$ cat src/rtl/mtm_alu_deserializer.sv
// mtm_alu_deserializer: turns 11-bit serial frames on sin into 32-bit operands B/A and a 3-bit opcode.
// Frame order: start(0), type(0=DATA, 1=CMD), 8 payload bits MSB first, stop(1).
// Eight DATA frames then one CMD frame form a packet. The CMD frame carries {0, OP[2:0], CRC[3:0]}.
// Latency: t_valid/err_valid are registered SYNC_STAGES edges after the stop bit is sampled at the pin.
// There is no backpressure. Every result is a one-cycle pulse, and a/b/op/err_flags hold their value
// until the next pulse of the same kind.
// Ports:
//   clk, rst            : clock and asynchronous active-high reset
//   sin                 : serial input, idles high
//   a, b, op            : decoded operands and opcode, updated on t_valid
//   t_valid             : one-cycle pulse, packet accepted
//   err_valid           : one-cycle pulse, packet rejected
//   err_flags           : {err_data, err_crc, err_op}, one-hot, updated on err_valid
module mtm_alu_deserializer #(
  parameter int SYNC_STAGES = 2
) (
  input  logic        clk,
  input  logic        rst,
  input  logic        sin,
  output logic [31:0] a,
  output logic [31:0] b,
  output logic [2:0]  op,
  output logic        t_valid,
  output logic        err_valid,
  output logic [2:0]  err_flags
);

  typedef enum logic [1:0] {IDLE, TYPE, PAYLOAD, STOP} state_t;

  // One CRC-4 (x^4+x+1) step, MSB-first bit-serial form.
  function automatic logic [3:0] crc_step(input logic [3:0] c, input logic d);
    logic fb;
    fb = c[3] ^ d;
    return {c[2:0], 1'b0} ^ {2'b00, fb, fb};
  endfunction

  // The chain resets to 0 so that a line held low through reset cannot arm the FSM.
  logic [SYNC_STAGES-1:0] sync;
  logic                   sin_s;

  always_ff @(posedge clk or posedge rst) begin
    if (rst) sync <= '0;
    else     sync <= {sync[SYNC_STAGES-2:0], sin};
  end

  assign sin_s = sync[SYNC_STAGES-1];

  state_t      state;
  logic        armed;
  logic        is_cmd;
  logic [2:0]  bit_cnt;
  logic [7:0]  shreg;
  logic [3:0]  frame_cnt;
  logic [3:0]  crc;      // running CRC over the data payload bits of the current packet
  logic [63:0] stage;    // {B, A} staging, first byte received in [63:56]

  // Decode of the CMD payload. The CRC is closed over the trailing {1'b1, OP} bits.
  logic [2:0] op_rx;
  logic [3:0] crc_rx;
  logic [3:0] crc_calc;
  logic       op_ok;
  logic [2:0] byte_idx;

  always_comb begin
    op_rx    = shreg[6:4];
    crc_rx   = shreg[3:0];
    crc_calc = crc_step(crc, 1'b1);
    crc_calc = crc_step(crc_calc, op_rx[2]);
    crc_calc = crc_step(crc_calc, op_rx[1]);
    crc_calc = crc_step(crc_calc, op_rx[0]);
    case (op_rx)
      3'b000, 3'b001, 3'b100, 3'b101: op_ok = 1'b1;
      default:                        op_ok = 1'b0;
    endcase
    byte_idx = frame_cnt[2:0];
  end

  always_ff @(posedge clk or posedge rst) begin
    if (rst) begin
      state     <= IDLE;
      armed     <= 1'b0;
      is_cmd    <= 1'b0;
      bit_cnt   <= '0;
      shreg     <= '0;
      frame_cnt <= '0;
      crc       <= '0;
      stage     <= '0;
      a         <= '0;
      b         <= '0;
      op        <= '0;
      t_valid   <= 1'b0;
      err_valid <= 1'b0;
      err_flags <= '0;
    end else begin
      t_valid   <= 1'b0;
      err_valid <= 1'b0;
      if (sin_s) armed <= 1'b1;

      case (state)
        IDLE: begin
          if (armed && !sin_s) state <= TYPE;
        end
        TYPE: begin
          is_cmd  <= sin_s;
          bit_cnt <= '0;
          state   <= PAYLOAD;
        end
        PAYLOAD: begin
          shreg <= {shreg[6:0], sin_s};
          // Only the first eight data bytes belong to the CRC. Any extra byte is an error anyway.
          if (!is_cmd && frame_cnt < 4'd8) crc <= crc_step(crc, sin_s);
          bit_cnt <= bit_cnt + 3'd1;
          if (bit_cnt == 3'd7) state <= STOP;
        end
        STOP: begin
          // Back to IDLE at once, so a start bit right after the stop bit is caught.
          state <= IDLE;
          if (!sin_s) begin
            // Framing error: drop the packet and wait for a high line before the next start.
            err_valid <= 1'b1;
            err_flags <= 3'b100;
            frame_cnt <= '0;
            crc       <= '0;
            armed     <= 1'b0;
          end else if (!is_cmd) begin
            if (frame_cnt < 4'd8) stage[{~byte_idx, 3'b111} -: 8] <= shreg;
            if (frame_cnt != 4'd9) frame_cnt <= frame_cnt + 4'd1;
          end else begin
            frame_cnt <= '0;
            crc       <= '0;
            if (frame_cnt != 4'd8) begin
              err_valid <= 1'b1;
              err_flags <= 3'b100;
            end else if (crc_rx != crc_calc) begin
              err_valid <= 1'b1;
              err_flags <= 3'b010;
            end else if (!op_ok) begin
              err_valid <= 1'b1;
              err_flags <= 3'b001;
            end else begin
              b       <= stage[63:32];
              a       <= stage[31:0];
              op      <= op_rx;
              t_valid <= 1'b1;
            end
          end
        end
        default: state <= IDLE;
      endcase
    end
  end

endmodule

$ cat config.mk
export PLATFORM = sky130hd
export DESIGN_NAME = mtm_alu_deserializer
export DESIGN_NICKNAME = d
export VERILOG_FILES = /design/src/rtl/mtm_alu_deserializer.sv
export SDC_FILE = /design/constraint.sdc
export NUM_CORES = 1
export LEC_CHECK = 0
export CAP_MARGIN = 5
export CORE_MARGIN = 2
export CORE_UTILIZATION = 50
export DETAILED_ROUTE_END_ITERATION = 10
export GPL_ROUTABILITY_DRIVEN = 0
export PLACE_DENSITY = 0.71
export SETUP_SLACK_MARGIN = 0.02
export SLEW_MARGIN = 40
export SYNTH_ARGS = -nofsm -noshare
export SYNTH_HDL_FRONTEND = slang
export SYNTH_SLANG_ARGS = --single-unit
$ cat constraint.sdc
create_clock -name clk -period 9.3 [get_ports clk]
set_clock_uncertainty 0.2 [all_clocks]
set_input_delay 1.86 -clock clk [delete_from_list [all_inputs] [get_ports clk]]
set_output_delay 1.86 -clock clk [all_outputs]
set_load 0.02 [all_outputs]
==> metrics list <==
- Result of the run: finished clean
- Timing-limited maximum frequency: 285 MHz
- For this block, the initial DRC count from the detailed router was 174.
* Count of standard-cell rows: 41
- Yosys warning count: 0
- Drt via density: 5.24
* Final worst path period share: 37.8%
- Sequential cells account for 46.5% of the total power.
- Post-Syn Nets: 549
- Grt ovf: 0
- Portion of total power attributed to the clock network: 36.6%
* Core area: 0.0126 mm^2
- Summed over all cells, the static leakage comes to 0.00363 uW.
* Type of the worst min-delay path: register to register
- Post-cts repair resize count: 0
- Internal Dissipation: 1300 uW
* Mapped Cells: 533
- Endpoint class of the critical path: output port
- Area occupied by multi-input gates: 0.00224 mm^2
* Clock-pin slew on the worst setup and hold paths: 0.07 ns
- Layout Nets: 620
* Die Ht: 118 um
- The die covers 0.0138 mm^2.
* Hold violation count in the final report: 0
- The critical path is of the register to output port type.
- Drt wl/cell: 15.7 um
* Sequential fraction of the synthesis area: 62.5%
* Root buffer selected by CTS: clkbuf_16
- The number of global-route vias before repair is 4129.
- Post-synthesis to final-layout area growth: 22.7%
- The first detailed-routing pass ran for 4 iterations.
- In this run, post-CTS hold repair placed 0 buffers.
- The clock passes through at most 2 buffers.
- Fraction of power consumed by combinational cells: 16.9%
- Final setup viols: 0
* Setup repair after global routing missed its margin: false
* Combined flip-flop and latch cell area: 0.00403 mm^2
* Top-Level Pins: 75
* Psw: 567 uW
- Slew of the pin with the lowest slew margin: 0.660 ns
- Fill cells in the final layout number 1055.
* Number of antenna violations at the first check in global routing: 0
- In this run switching power makes up 30.4% of total power.
- Together, buffers and inverters on the worst path number 1.
* Worst EP required: 7.24 ns
- After synthesis the netlist holds a flip-flop and latch count of 161.
- Mean instance size in the synthesized netlist: 12.1 um^2
- For this configuration, the core starts out at a cell density of 51.1%.
- Htree depth: 4
- In this design, the largest share of critical-path delay is due to buffers and inverters.
- In the synthesized netlist the dominant register cell turns out to be dfrtp_1.
- TritonCTS built the clock tree.
* Sink Count: 161
- Summed over all layers, the routed wires come to 12.4 mm.
- Overall Power: 1870 uW
- The signal on the critical path passes through clkdlybuf4s50_1.
* Post CTS Setup Buffer Count: 0
* Drc violations: 0
* All-Layer GR Usage: 19.4%
- Final sum of negative setup slack: 0 ns
* Total standard cell area after synthesis: 0.00644 mm^2
- Post-detail-place hpwl: 8.08 mm
- The worst setup path is launched from a register.
- The largest individual stage delay along the critical path comes from the cell clkdlybuf4s50_1.
* Vias: 4132
- In this run the worst path has a maximum fanout of 2.
* EDFF count, synth: 0
* Unique cell type count in the Yosys netlist: 34
- Global-route wire length before repair: 20.9 mm
* Worst-case headroom to the max-slew limit: 55.4%
- Critical path's largest stage delay: 0.63 ns
* Slew Limit Fails: 0
- IR analysis of the VDD net gives a maximum drop of 0.137 mV.
* Fraction of registers with async set or reset after synthesis: 100%
* Antenna viol nets, final: 0
* Width of the chip: 118 um
* Max-cap viol count: 0
- Count of inserted antenna diode cells: 0
- In this run the tool buffered the top-level ports with 74 buffer cells.
* Insertion delay to the later sink of the worst-skew pair: 0.42 ns
- The number of clock buffers added by TritonCTS is 17.
- WP data arrival: 1.45 ns
* Share of final-layout standard cells stronger than drive strength 1: 15.7%
- Entering global routing, the biggest net connects 98 pins.
* Tmin final: 3.51 ns
- Pwr per Cell Area: 236 mW/mm^2
-- layer usage --
metal  up-vias  wire length [um]  global-route usage [%]
met5         -                 0                       0
met4         0               147                    8.13
met3        12               652                    4.89
met2       107              5990                    30.2
met1      2046              5560                    26.2
li1       1967                 -                       -
-- synth_stat cells, drive strengths merged (2+ instances only) --
| master | number | area [um^2] |
|---|---|---|
| buf | 8 | 61.3 |
| nor3 | 2 | 10.0 |
| xor2 | 4 | 35.0 |
| nor2b | 2 | 12.5 |
| a21oi | 2 | 10.0 |
| nor2 | 5 | 18.8 |
| nand2 | 112 | 420 |
| ha | 13 | 163 |
| a22o | 6 | 52.6 |
| mux2 | 76 | 856 |
| or3 | 2 | 12.5 |
| dfrtp | 161 | 4030 |
| nand3 | 11 | 55.1 |
| nand4b | 2 | 17.5 |
| o21ai | 76 | 380 |
| xnor2 | 6 | 52.6 |
| inv | 14 | 52.6 |
| clkbuf | 18 | 67.6 |
-- placed cells by master (no fill, tap or decap), types with 3 or more instances in the layout --
master,netlist,layout
clkinvlp_4,0,3
a22o_1,6,6
o21ai_0,76,76
mux2_2,56,56
clkdlybuf4s50_1,0,74
dfrtp_1,161,161
xor2_1,4,4
ha_1,13,13
clkbuf_16,0,17
nand2_1,112,112
nand3_1,11,11
nor2_1,5,5
clkinv_2,0,5
xnor2_1,6,6
buf_4,1,3
mux2_1,20,20
inv_1,14,13
-- cell families after synthesis --
logic type,after synthesis,share of synthesized area [%]
buffers and inverters,40,2.82
AOI/OAI and AO/OA,92,8.16
xor gates and xnor gates,11,1.71
muxes,76,13.3
DFF,161,62.5
and+or+nand+nor,140,8.99
adders and majority gates,13,2.52
-- worst paths after layout --
path / startpoint / endpoint / slack, ns / cells past startpoint
setup / recovery: b[0]$_DFFE_PP0P_ / b[0] / 5.79 / 1
hold / removal: sync[0]$_DFF_PP0_ / sync[1]$_DFF_PP0_ / 0.15 / 0
setup reg to reg: shreg[5]$_DFFE_PP0P_ / a[4]$_DFFE_PP0P_ / 5.98 / 5
hold reg to reg: sync[0]$_DFF_PP0_ / sync[1]$_DFF_PP0_ / 0.15 / 0
max in group asynchronous: rst / b[3]$_DFFE_PP0P_ / 6.16 / 3
min in group asynchronous: rst / b[17]$_DFFE_PP0P_ / 1.74 / 2
-- final cells by class --
cell class | instances | share of cell area, %
clock buffer | 19 | 5.73
clock inverter | 13 | 1.69
inverter | 14 | 0.759
multi-input combinational | 332 | 28.4
sequential | 161 | 50.9
tap | 172 | 2.72
timing repair buffer | 78 | 9.79
-- metrics by stage --
step,area (um^2),hold WS (ns),setup slack [ns],std cells,util (%)
CTS,7900,0.152,5.72,789,62.6
global route,7910,0.153,5.72,789,62.7
floorplan,6440,0.131,2.89,533,-
detailed placement,7320,0.138,5.27,757,58.0
global placement,7310,0.138,5.30,757,57.9
finish,7910,0.150,5.79,789,62.7
-- sequential cells by signal (all words and copies together) (netlist names) --
signal     count
t_valid        1
sync           2
armed          1
op             3
state          2
err_flags      3
frame_cnt      4
err_valid      1
a             32
is_cmd         1
bit_cnt        3
b             32
shreg          8
stage         64
crc            4
-- power groups by stage --
stage          registers (uW)  logic (uW)  clock network (uW)
2_1_floorplan             810         282                   0
3_3_place_gp              875         296                   0
3_5_place_dp              879         314                   0
4_1_cts                   867         318                 696
5_1_grt                   879         358                 727
6_report                  869         315                 683
Note: power is estimated with default switching activity, not from simulation.
